===== config.mk =====
export PLATFORM = sky130hd
export DESIGN_NAME = program_loader
export DESIGN_NICKNAME = d
export VERILOG_FILES = /design/src/rtl/program_loader.sv
export SDC_FILE = /design/constraint.sdc
export NUM_CORES = 1
export LEC_CHECK = 0
export ABC_AREA = 1
export CORE_MARGIN = 4
export CORE_UTILIZATION = 45
export DETAILED_ROUTE_END_ITERATION = 6
export PLACE_DENSITY = 0.65
export SETUP_SLACK_MARGIN = 0.5
export SLEW_MARGIN = 20
export SYNTH_ARGS = -nofsm -noshare
export SYNTH_HDL_FRONTEND = slang
export SYNTH_SLANG_ARGS = --single-unit

===== constraint.sdc =====
create_clock -name clock -period 3.8 [get_ports clock]
set_clock_uncertainty 0.15 [all_clocks]
set_input_delay 0.76 -clock clock [delete_from_list [all_inputs] [get_ports clock]]
set_output_delay 0.76 -clock clock [all_outputs]
set_load 0.005 [all_outputs]

===== src/rtl/program_loader.sv =====
// Boot loader: takes a little-endian, length-prefixed byte stream, writes it word by word
// into processor memory, and holds the core in reset until the whole program is in place.
module program_loader #(
  parameter int MAX_WORDS = 1024,
  parameter int ADDR_W    = 32
) (
  input  logic              clock,
  input  logic              rst_n,
  input  logic              start,
  input  logic              in_valid,
  input  logic [7:0]        in_data,
  output logic              in_ready,
  output logic              mem_we,
  output logic [ADDR_W-1:0] mem_addr,
  output logic [31:0]       mem_din,
  output logic              cpu_rst,
  output logic              done,
  output logic              err
);

  localparam int IDX_W = $clog2(MAX_WORDS) + 1;

  localparam logic [2:0] S_HDR   = 3'd0;
  localparam logic [2:0] S_DATA  = 3'd1;
  localparam logic [2:0] S_WRITE = 3'd2;
  localparam logic [2:0] S_DONE  = 3'd3;
  localparam logic [2:0] S_ERR   = 3'd4;

  logic [2:0]        r_state;
  logic [1:0]        r_byteCnt;
  logic [31:0]       r_shift;
  logic [31:0]       r_len;
  logic [IDX_W-1:0]  r_idx;
  logic              r_memWe;
  logic [ADDR_W-1:0] r_memAddr;
  logic [31:0]       r_memDin;
  logic              r_cpuRst;
  logic              r_done;
  logic              r_err;

  logic              w_accept;
  logic [31:0]       w_word;
  logic              w_lastWord;

  assign in_ready   = (r_state == S_HDR) || (r_state == S_DATA);
  assign w_accept   = in_valid && in_ready;
  // Bytes shift in from the top so the first byte of a group ends up in bits 7:0.
  assign w_word     = {in_data, r_shift[31:8]};
  assign w_lastWord = (32'(r_idx) == (r_len - 32'd1));

  assign mem_we   = r_memWe;
  assign mem_addr = r_memAddr;
  assign mem_din  = r_memDin;
  assign cpu_rst  = r_cpuRst;
  assign done     = r_done;
  assign err      = r_err;

  always_ff @(posedge clock or negedge rst_n) begin
    if (!rst_n) begin
      r_state   <= S_HDR;
      r_byteCnt <= 2'd0;
      r_shift   <= 32'd0;
      r_len     <= 32'd0;
      r_idx     <= '0;
      r_memWe   <= 1'b0;
      r_memAddr <= '0;
      r_memDin  <= 32'd0;
      r_cpuRst  <= 1'b1;
      r_done    <= 1'b0;
      r_err     <= 1'b0;
    end else begin
      r_memWe <= 1'b0;
      case (r_state)
        S_HDR: begin
          if (w_accept) begin
            r_shift   <= w_word;
            r_byteCnt <= r_byteCnt + 2'd1;
            if (r_byteCnt == 2'd3) begin
              r_len <= w_word;
              r_idx <= '0;
              // Full 32-bit compare so huge lengths cannot alias onto legal ones.
              if (w_word > 32'(MAX_WORDS)) begin
                r_state <= S_ERR;
                r_err   <= 1'b1;
              end else if (w_word == 32'd0) begin
                r_state  <= S_DONE;
                r_done   <= 1'b1;
                r_cpuRst <= 1'b0;
              end else begin
                r_state <= S_DATA;
              end
            end
          end
        end
        S_DATA: begin
          if (w_accept) begin
            r_shift   <= w_word;
            r_byteCnt <= r_byteCnt + 2'd1;
            if (r_byteCnt == 2'd3) begin
              r_state   <= S_WRITE;
              r_memWe   <= 1'b1;
              r_memAddr <= ADDR_W'(r_idx);
              r_memDin  <= w_word;
            end
          end
        end
        S_WRITE: begin
          if (w_lastWord) begin
            r_state  <= S_DONE;
            r_done   <= 1'b1;
            r_cpuRst <= 1'b0;
          end else begin
            r_idx   <= r_idx + IDX_W'(1);
            r_state <= S_DATA;
          end
        end
        S_DONE, S_ERR: begin
          if (start) begin
            r_state   <= S_HDR;
            r_done    <= 1'b0;
            r_err     <= 1'b0;
            r_idx     <= '0;
            r_byteCnt <= 2'd0;
            r_cpuRst  <= 1'b1;
          end
        end
        default: r_state <= S_HDR;
      endcase
    end
  end

endmodule


==> flow_summary.json, run 1 <==
{
  "dieArea_mm2": 0.0165,
  "dr.pass1.iters": 5,
  "grt_max_degree": 65,
  "portBuffers": 59,
  "cpMaxStageDelayCell": "clkdlybuf4s50_1",
  "end_kind": "output pin",
  "power.density_mw_per_mm2": 833,
  "fp.dieH_um": 129,
  "cts_resized": 0,
  "worstRegToRegCells": 14,
  "syn2layout_area_growth_pct": 19.8,
  "drt-initial-drc-count": 428,
  "synthTopCellsByCount": "273 x nand2_1, 118 x dfrtp_1, 102 x o21ai_0",
  "setup_tns_ns": 0,
  "numCtsBuffers": 17,
  "syn_inst": 877,
  "nets": 952,
  "synth_cell_type_count": 32,
  "synth_area_leaders": "dfrtp_1 45%, nand2_1 16%, o21ai_0 7.8%, inv_1 5.1%, nor2_1 4.9%",
  "syn-cell-area_mm2": 0.00655,
  "start_util_pct": 46.6,
  "min_period_over_period_pct": 71.7,
  "postCtsSetupRepairBufs": 0,
  "multi_input_area_mm2": 0.00302,
  "overflow": 0,
  "cp-endpoint": "in_ready",
  "max_freq_ghz": 0.367,
  "gp_congestion": 0.961,
  "ir_worst_vdd_mv": 0.434,
  "antenna_cells": 0,
  "root_buffer": "clkbuf_16",
  "io_pins": 81,
  "synth_top_family_by_area": "simple AND/OR/NAND/NOR gates",
  "vias_per_cell": 4.92,
  "fill_cells": 1306,
  "ctsLongestPathBuffers": 2,
  "setup_ws_ns": 1.08,
  "fin_crit_ns": 2.72,
  "regArea_mm2": 0.00298,
  "coreArea_mm2": 0.0140,
  "status": "finished, final reports clean",
  "synth_mux_area_share_pct": 0,
  "hold_violations": 0,
  "synth_edf_count": 0,
  "cts_tree": "built",
  "layout.cells.non_filler": 1130,
  "ctsHoldBuffers": 0,
  "leakagePower_nw": 3.86,
  "drv_cap": 0,
  "yosys.cell_count.top_type": "nand2_1",
  "grt_pass1_wl_um": 26800,
  "wl_per_cell_um": 14.2,
  "synth_compound_area_share_pct": 9.02,
  "yosysTopAreaCellShare_pct": 45.1,
  "routed-via-count": 5556,
  "tightest_slew_ns": 0.620,
  "reg2reg_from": "r_len[0]$_DFFE_PN0P_",
  "synthAdderAreaFrac_pct": 0.573,
  "postSynth.asyncResetShare_pct": 100,
  "antenna_found_initial": 0,
  "htreeDepth": 4,
  "start_kind": "flop",
  "die_width_um": 129,
  "report.final.slew_viol_count": 0,
  "ys_seq_area_share_pct": 45.5,
  "synthSimpleGateAreaFrac_pct": 33.1,
  "path_class": "reg -> out",
  "crit_family": "buffers and inverters",
  "cp_max_fo": 7,
  "clk-insertion-delay-late_ns": 0.42,
  "rows": 43,
  "cts.sinks": 119,
  "cp.arrival_ns": 1.81,
  "worstSetupStartpoint": "r_state[1]$_DFFE_PN0P_",
  "synth_top_area_cell": "dfrtp_1",
  "postSynthAreaPerCell_um2": 7.47,
  "wl_um": 16000,
  "worst-path-buf-inv": 1,
  "finalSetupViolations": 0,
  "ff2ff_setup_slack_ns": 1.19,
  "synth_seq_cells": 119,
  "worstSetupPathDepth": 2,
  "clk_pin_slew_ns": 0.06,
  "max_stage_delay_ns": 0.59,
  "ant_nets": 0,
  "grt_usage_pct": 20.6,
  "dpl.hpwl_um": 11900,
  "yosysWarnings": 0,
  "dp_slack_ns": 0.966,
  "slew_headroom_pct": 58.7,
  "drcViolationCount": 0,
  "worst_r2r_endpoint": "r_idx[10]$_DFFE_PN0P_",
  "dp.cells": 1098,
  "grt_pass1_vias": 5282,
  "synth-main-ff-cell": "dfrtp_1",
  "min_path_type": "in -> async",
  "synth_xor_area_share_pct": 2.14,
  "crit_chain": "nor2_1, clkdlybuf4s50_1",
  "drive_gt1_share_pct": 10.3,
  "rsz0062_at_grt": "no",
  "worstPathRequired_ns": 2.89
}
==> worst register-to-register path, cell delays in order, from the launching register on <==
cell	delay (ns)
dfrtp_1	0.42
inv_2	0.10
ha_1	0.29
nand2_4	0.13
nor2_4	0.20
nand2_2	0.13
o21ai_2	0.18
nand3_1	0.10
nor2_2	0.13
nand2_4	0.07
nor2_4	0.14
nand3_4	0.15
nand2_4	0.22
nand2_1	0.09
nand2_1	0.06
==> layout by cell type, fill, tap and decap left out, types with 2 or more instances in the layout <==
| cell type | Yosys | final |
|---|---|---|
| bufinv_16 | 0 | 4 |
| nand2_4 | 5 | 5 |
| inv_6 | 0 | 2 |
| a21oi_1 | 4 | 4 |
| nand3_1 | 41 | 41 |
| buf_4 | 21 | 5 |
| clkinvlp_4 | 0 | 3 |
| dfrtp_1 | 118 | 118 |
| inv_2 | 6 | 6 |
| nor2_8 | 2 | 2 |
| o211ai_1 | 2 | 2 |
| conb_1 | 1 | 21 |
| nand2_1 | 273 | 272 |
| nand4_1 | 22 | 22 |
| nor2_4 | 4 | 4 |
| o21ai_2 | 2 | 2 |
| o21ai_0 | 102 | 102 |
| xor2_1 | 12 | 12 |
| nor2_2 | 15 | 15 |
| ha_1 | 3 | 3 |
| nand2_2 | 22 | 23 |
| nand3b_1 | 4 | 4 |
| o21ai_1 | 4 | 4 |
| clkdlybuf4s50_1 | 0 | 58 |
| xnor2_1 | 4 | 4 |
| nor3_1 | 8 | 8 |
| clkbuf_16 | 0 | 17 |
| clkinv_4 | 0 | 3 |
| inv_1 | 89 | 89 |
| nor2_1 | 86 | 86 |
| clkinv_2 | 0 | 3 |
==> layout make-up <==
| cell class | count | area share, % |
|---|---|---|
| Sequential cell | 119 | 38.0 |
| Clock inverter | 15 | 2.57 |
| Multi-Input combinational cell | 640 | 38.5 |
| Inverter | 95 | 4.55 |
| Tap cell | 180 | 2.87 |
| Timing Repair Buffer | 64 | 8.14 |
| Clock buffer | 17 | 5.42 |
==> sequential cells by signal (all words and copies together) (netlist names) <==
signal     count
mem_addr      11
err            1
r_byteCnt      2
mem_din       32
done           1
mem_we         1
r_len         32
r_shift       24
cpu_rst        1
r_state        3
r_idx         11
==> logic make-up (layout without fill, tap and decap cells) <==
group / Yosys count / in the layout
compound gates: 115 / 115
buf+inv: 138 / 191
simple gates: 485 / 485
other cells: 1 / 21
flops: 119 / 119
fa+ha+maj: 3 / 3
xor+xnor: 16 / 16
==> worst min-delay path by stage <==
stage	slack [ns]	endpoint	cells past startpoint
global placement	0.31	cpu_rst$_DFFE_PN1P_	2
CTS	0.21	mem_din[19]$_DFFE_PN0P_	1
global route	0.24	mem_din[19]$_DFFE_PN0P_	1
detailed placement	0.31	cpu_rst$_DFFE_PN1P_	2
floorplan	0.30	cpu_rst$_DFFE_PN1P_	2
finish	0.19	mem_din[19]$_DFFE_PN0P_	1
==> power breakdown <==
group / switching (mW) / internal [mW]
logic: 1.98 / 0.921
registers: 0.353 / 1.59
clock network: 0.591 / 1.10
==> metal layers <==
metal	global-route usage, %	wire length (µm)	vias to the layer above
met5	0	0	-
met4	5.44	233	0
met3	5.31	691	21
met2	29.5	6880	128
met1	30.9	8200	2548
li1	-	-	2859
==> per-stage QoR <==
stage          hold slack (ns)  instance area, µm²  util [%]  power (mW)
6_report                 0.194                7840      55.8        6.53
2_1_floorplan            0.301                6620         -        4.18
5_1_grt                  0.236                7840      55.8        7.11
3_3_place_gp             0.311                7220      51.4        4.81
3_5_place_dp             0.310                7220      51.4        4.83
4_1_cts                  0.211                7840      55.8        6.55
Power figures use the tool's default switching activity.
==> run 2, diff against run 1 <==
--- a/config.mk
+++ b/config.mk
@@ -9,7 +9,7 @@
 export CORE_MARGIN = 4
 export CORE_UTILIZATION = 45
 export DETAILED_ROUTE_END_ITERATION = 6
-export PLACE_DENSITY = 0.65
+export PLACE_DENSITY = 0.67
 export SETUP_SLACK_MARGIN = 0.5
 export SLEW_MARGIN = 20
 export SYNTH_ARGS = -nofsm -noshare
==> constraint.sdc (replaced) <==
create_clock -name clock -period 2.4 [get_ports clock]
set_clock_uncertainty 0.15 [all_clocks]
set_input_delay 0.48 -clock clock [delete_from_list [all_inputs] [get_ports clock]]
set_output_delay 0.48 -clock clock [all_outputs]
set_load 0.005 [all_outputs]
==> flow_summary.json, run 2 (synthesized netlist as in run 1, its figures left out) <==
{
  "status": "finished, violations left",
  "violations": "negative setup slack",
  "dr.pass1.iters": 5,
  "hold_end": "cpu_rst$_DFFE_PN1P_",
  "pwr-share-clk_pct": 22.3,
  "antenna_cells": 0,
  "cts_tree": "built",
  "wl_per_cell_um": 14.6,
  "antenna_found_initial": 0,
  "grt_busiest_layer": "met1",
  "nets": 1039,
  "dp.cells": 1163,
  "vias_per_cell": 5.01,
  "ctsLongestPathBuffers": 2,
  "drv_cap": 0,
  "worstHoldStart": "cpu_rst$_DFFE_PN1P_",
  "worstRegToRegCells": 16,
  "rsz0062_at_grt": "yes",
  "power.density_mw_per_mm2": 1370,
  "die_width_um": 129,
  "worstPathRequired_ns": 2.61,
  "wl_um": 17700,
  "root_buffer": "clkbuf_16",
  "rows": 43,
  "grt_pass1_vias": 5618,
  "seq_power_share_pct": 25.6,
  "globalRouteMet3Util_pct": 4.61,
  "finalSetupViolations": 4,
  "fill_cells": 1243,
  "grt_usage_pct": 22.1,
  "tightest_slew_ns": 0.502,
  "report.final.slew_viol_count": 0,
  "layout.cells.most_common": "nand2_1",
  "ant_nets": 0,
  "io_pins": 81,
  "dp_slack_ns": -0.0510,
  "clk-insertion-delay-late_ns": 0.42,
  "drive_gt1_share_pct": 22.1,
  "start_util_pct": 46.6,
  "leakagePower_nw": 4.59,
  "end_kind": "flop",
  "coreArea_mm2": 0.0140,
  "cp.arrival_ns": 2.63,
  "setup_tns_ns": -0.0445,
  "min_period_over_period_pct": 101,
  "portBuffers": 59,
  "finish.utilization_pct": 62.1,
  "dpl.hpwl_um": 12800,
  "layout.cells.non_filler": 1217,
  "grt_max_degree": 65,
  "worst_r2r_endpoint": "r_state[1]$_DFFE_PN0P_",
  "fp.dieH_um": 129,
  "hold_violations": 0,
  "syn2layout_area_growth_pct": 33.1,
  "cts.sinks": 119,
  "internal_power_mw": 6.62,
  "start_kind": "flop",
  "p_switching_mw": 5.28,
  "max_freq_ghz": 0.413,
  "combPwrFrac_pct": 52.0,
  "fin_crit_ns": 2.42,
  "ff2ff_setup_slack_ns": -0.02,
  "p_sw_share_pct": 44.4,
  "path_class": "reg -> reg",
  "htreeDepth": 4,
  "grt_use_met1_pct": 33.0,
  "min_path_type": "reg -> reg",
  "cp_max_fo": 6,
  "routed-via-count": 6102,
  "reg2reg_from": "r_len[2]$_DFFE_PN0P_",
  "grt_pass1_wl_um": 28900,
  "use_met2_pct": 32.4,
  "overflow": 0,
  "final_cell_mix": "265 x nand2_1, 109 x dfrtp_1, 100 x o21ai_0",
  "slew_headroom_pct": 66.6,
  "drcViolationCount": 0,
  "ir_worst_vdd_mv": 0.674,
  "drt-initial-drc-count": 478,
  "setup_ws_ns": -0.0237,
  "dieArea_mm2": 0.0165,
  "gp_congestion": 0.915,
  "worstHoldPathCells": 2,
  "numCtsBuffers": 17,
  "clk_pin_slew_ns": 0.06,
  "hold_ws_ns": 0.309
}
[run 2: worst max path at each step]
stage,from,to,slack [ns],depth (start not counted)
3_5_place_dp,r_len[7]$_DFFE_PN0P_,r_state[1]$_DFFE_PN0P_,-0.05,14
5_1_grt,r_len[1]$_DFFE_PN0P_,r_state[1]$_DFFE_PN0P_,-0.14,15
2_1_floorplan,r_len[0]$_DFFE_PN0P_,r_idx[6]$_DFFE_PN0P_,0.23,15
4_1_cts,r_len[1]$_DFFE_PN0P_,r_idx[6]$_DFFE_PN0P_,0.04,18
6_report,r_len[2]$_DFFE_PN0P_,r_state[1]$_DFFE_PN0P_,-0.02,16
3_3_place_gp,r_len[0]$_DFFE_PN0P_,r_idx[8]$_DFFE_PN0P_,0.01,14
[run 2: power by group through the flow]
stage | clock (mW) | sequential, mW | combinational [mW]
2_1_floorplan | 0 | 2.91 | 3.77
3_5_place_dp | 0 | 3.01 | 5.60
5_1_grt | 2.80 | 3.11 | 6.93
4_1_cts | 2.68 | 3.01 | 5.79
3_3_place_gp | 0 | 2.99 | 5.52
6_report | 2.66 | 3.05 | 6.19
[run 2: layout make-up]
| type | count | area (µm²) | share of cell area, % |
|---|---|---|---|
| clock buffers | 19 | 453 | 5.20 |
| clock inverters | 13 | 159 | 1.82 |
| inverters | 95 | 357 | 4.09 |
| multi-input cells | 641 | 3220 | 36.9 |
| flip-flops and latches | 119 | 2990 | 34.3 |
| well taps | 180 | 225 | 2.58 |
| repair buffers | 150 | 1310 | 15.1 |
[run 2: layer usage]
layer	vias to the layer above	share of wire [%]
li1	3041	-
met1	2847	47
met2	187	46
met3	27	5.6
met4	0	1.6
met5	-	0
[run 2: repair_timing]
action | CTS | global route
resized for setup | 69 | 43
pin swaps | 3 | 15
hold buffers | 1 | 0
hold endpoints to repair | 32 | 0
setup endpoints to repair | 58 | 84
gates cloned | 0 | 1
setup buffers | 9 | 11
[run 2: worst max-delay path, cell delays in order, from the launching register on]
cell	delay [ns]
dfrtp_2	0.46
nor2_4	0.16
buf_4	0.13
nand3_1	0.12
buf_4	0.18
nand2_1	0.08
nand2_1	0.06
nand2_1	0.08
nand2_1	0.07
nor2_1	0.08
nand2_1	0.09
nor2_4	0.16
nand3_4	0.18
buf_6	0.19
nand2_2	0.06
nand2_1	0.05
nand2_1	0.06
[run 2: per-stage QoR]
step                      area [µm²]  total power [mW]
after floorplan                 6640              6.67
after global placement          7770              8.52
after detailed placement        7770              8.62
after CTS                       8480              11.5
after global routing            8720              12.8
final                           8720              11.9
==> run 3, diff against run 2 <==
--- a/config.mk
+++ b/config.mk
@@ -8,6 +8,7 @@
 export ABC_AREA = 1
 export CORE_MARGIN = 4
 export CORE_UTILIZATION = 45
+export CTS_CLUSTER_SIZE = 30
 export DETAILED_ROUTE_END_ITERATION = 6
 export PLACE_DENSITY = 0.67
 export SETUP_SLACK_MARGIN = 0.5
==> results of run 3 <==
Final layout, timing and power as in run 2 (identical DEF).
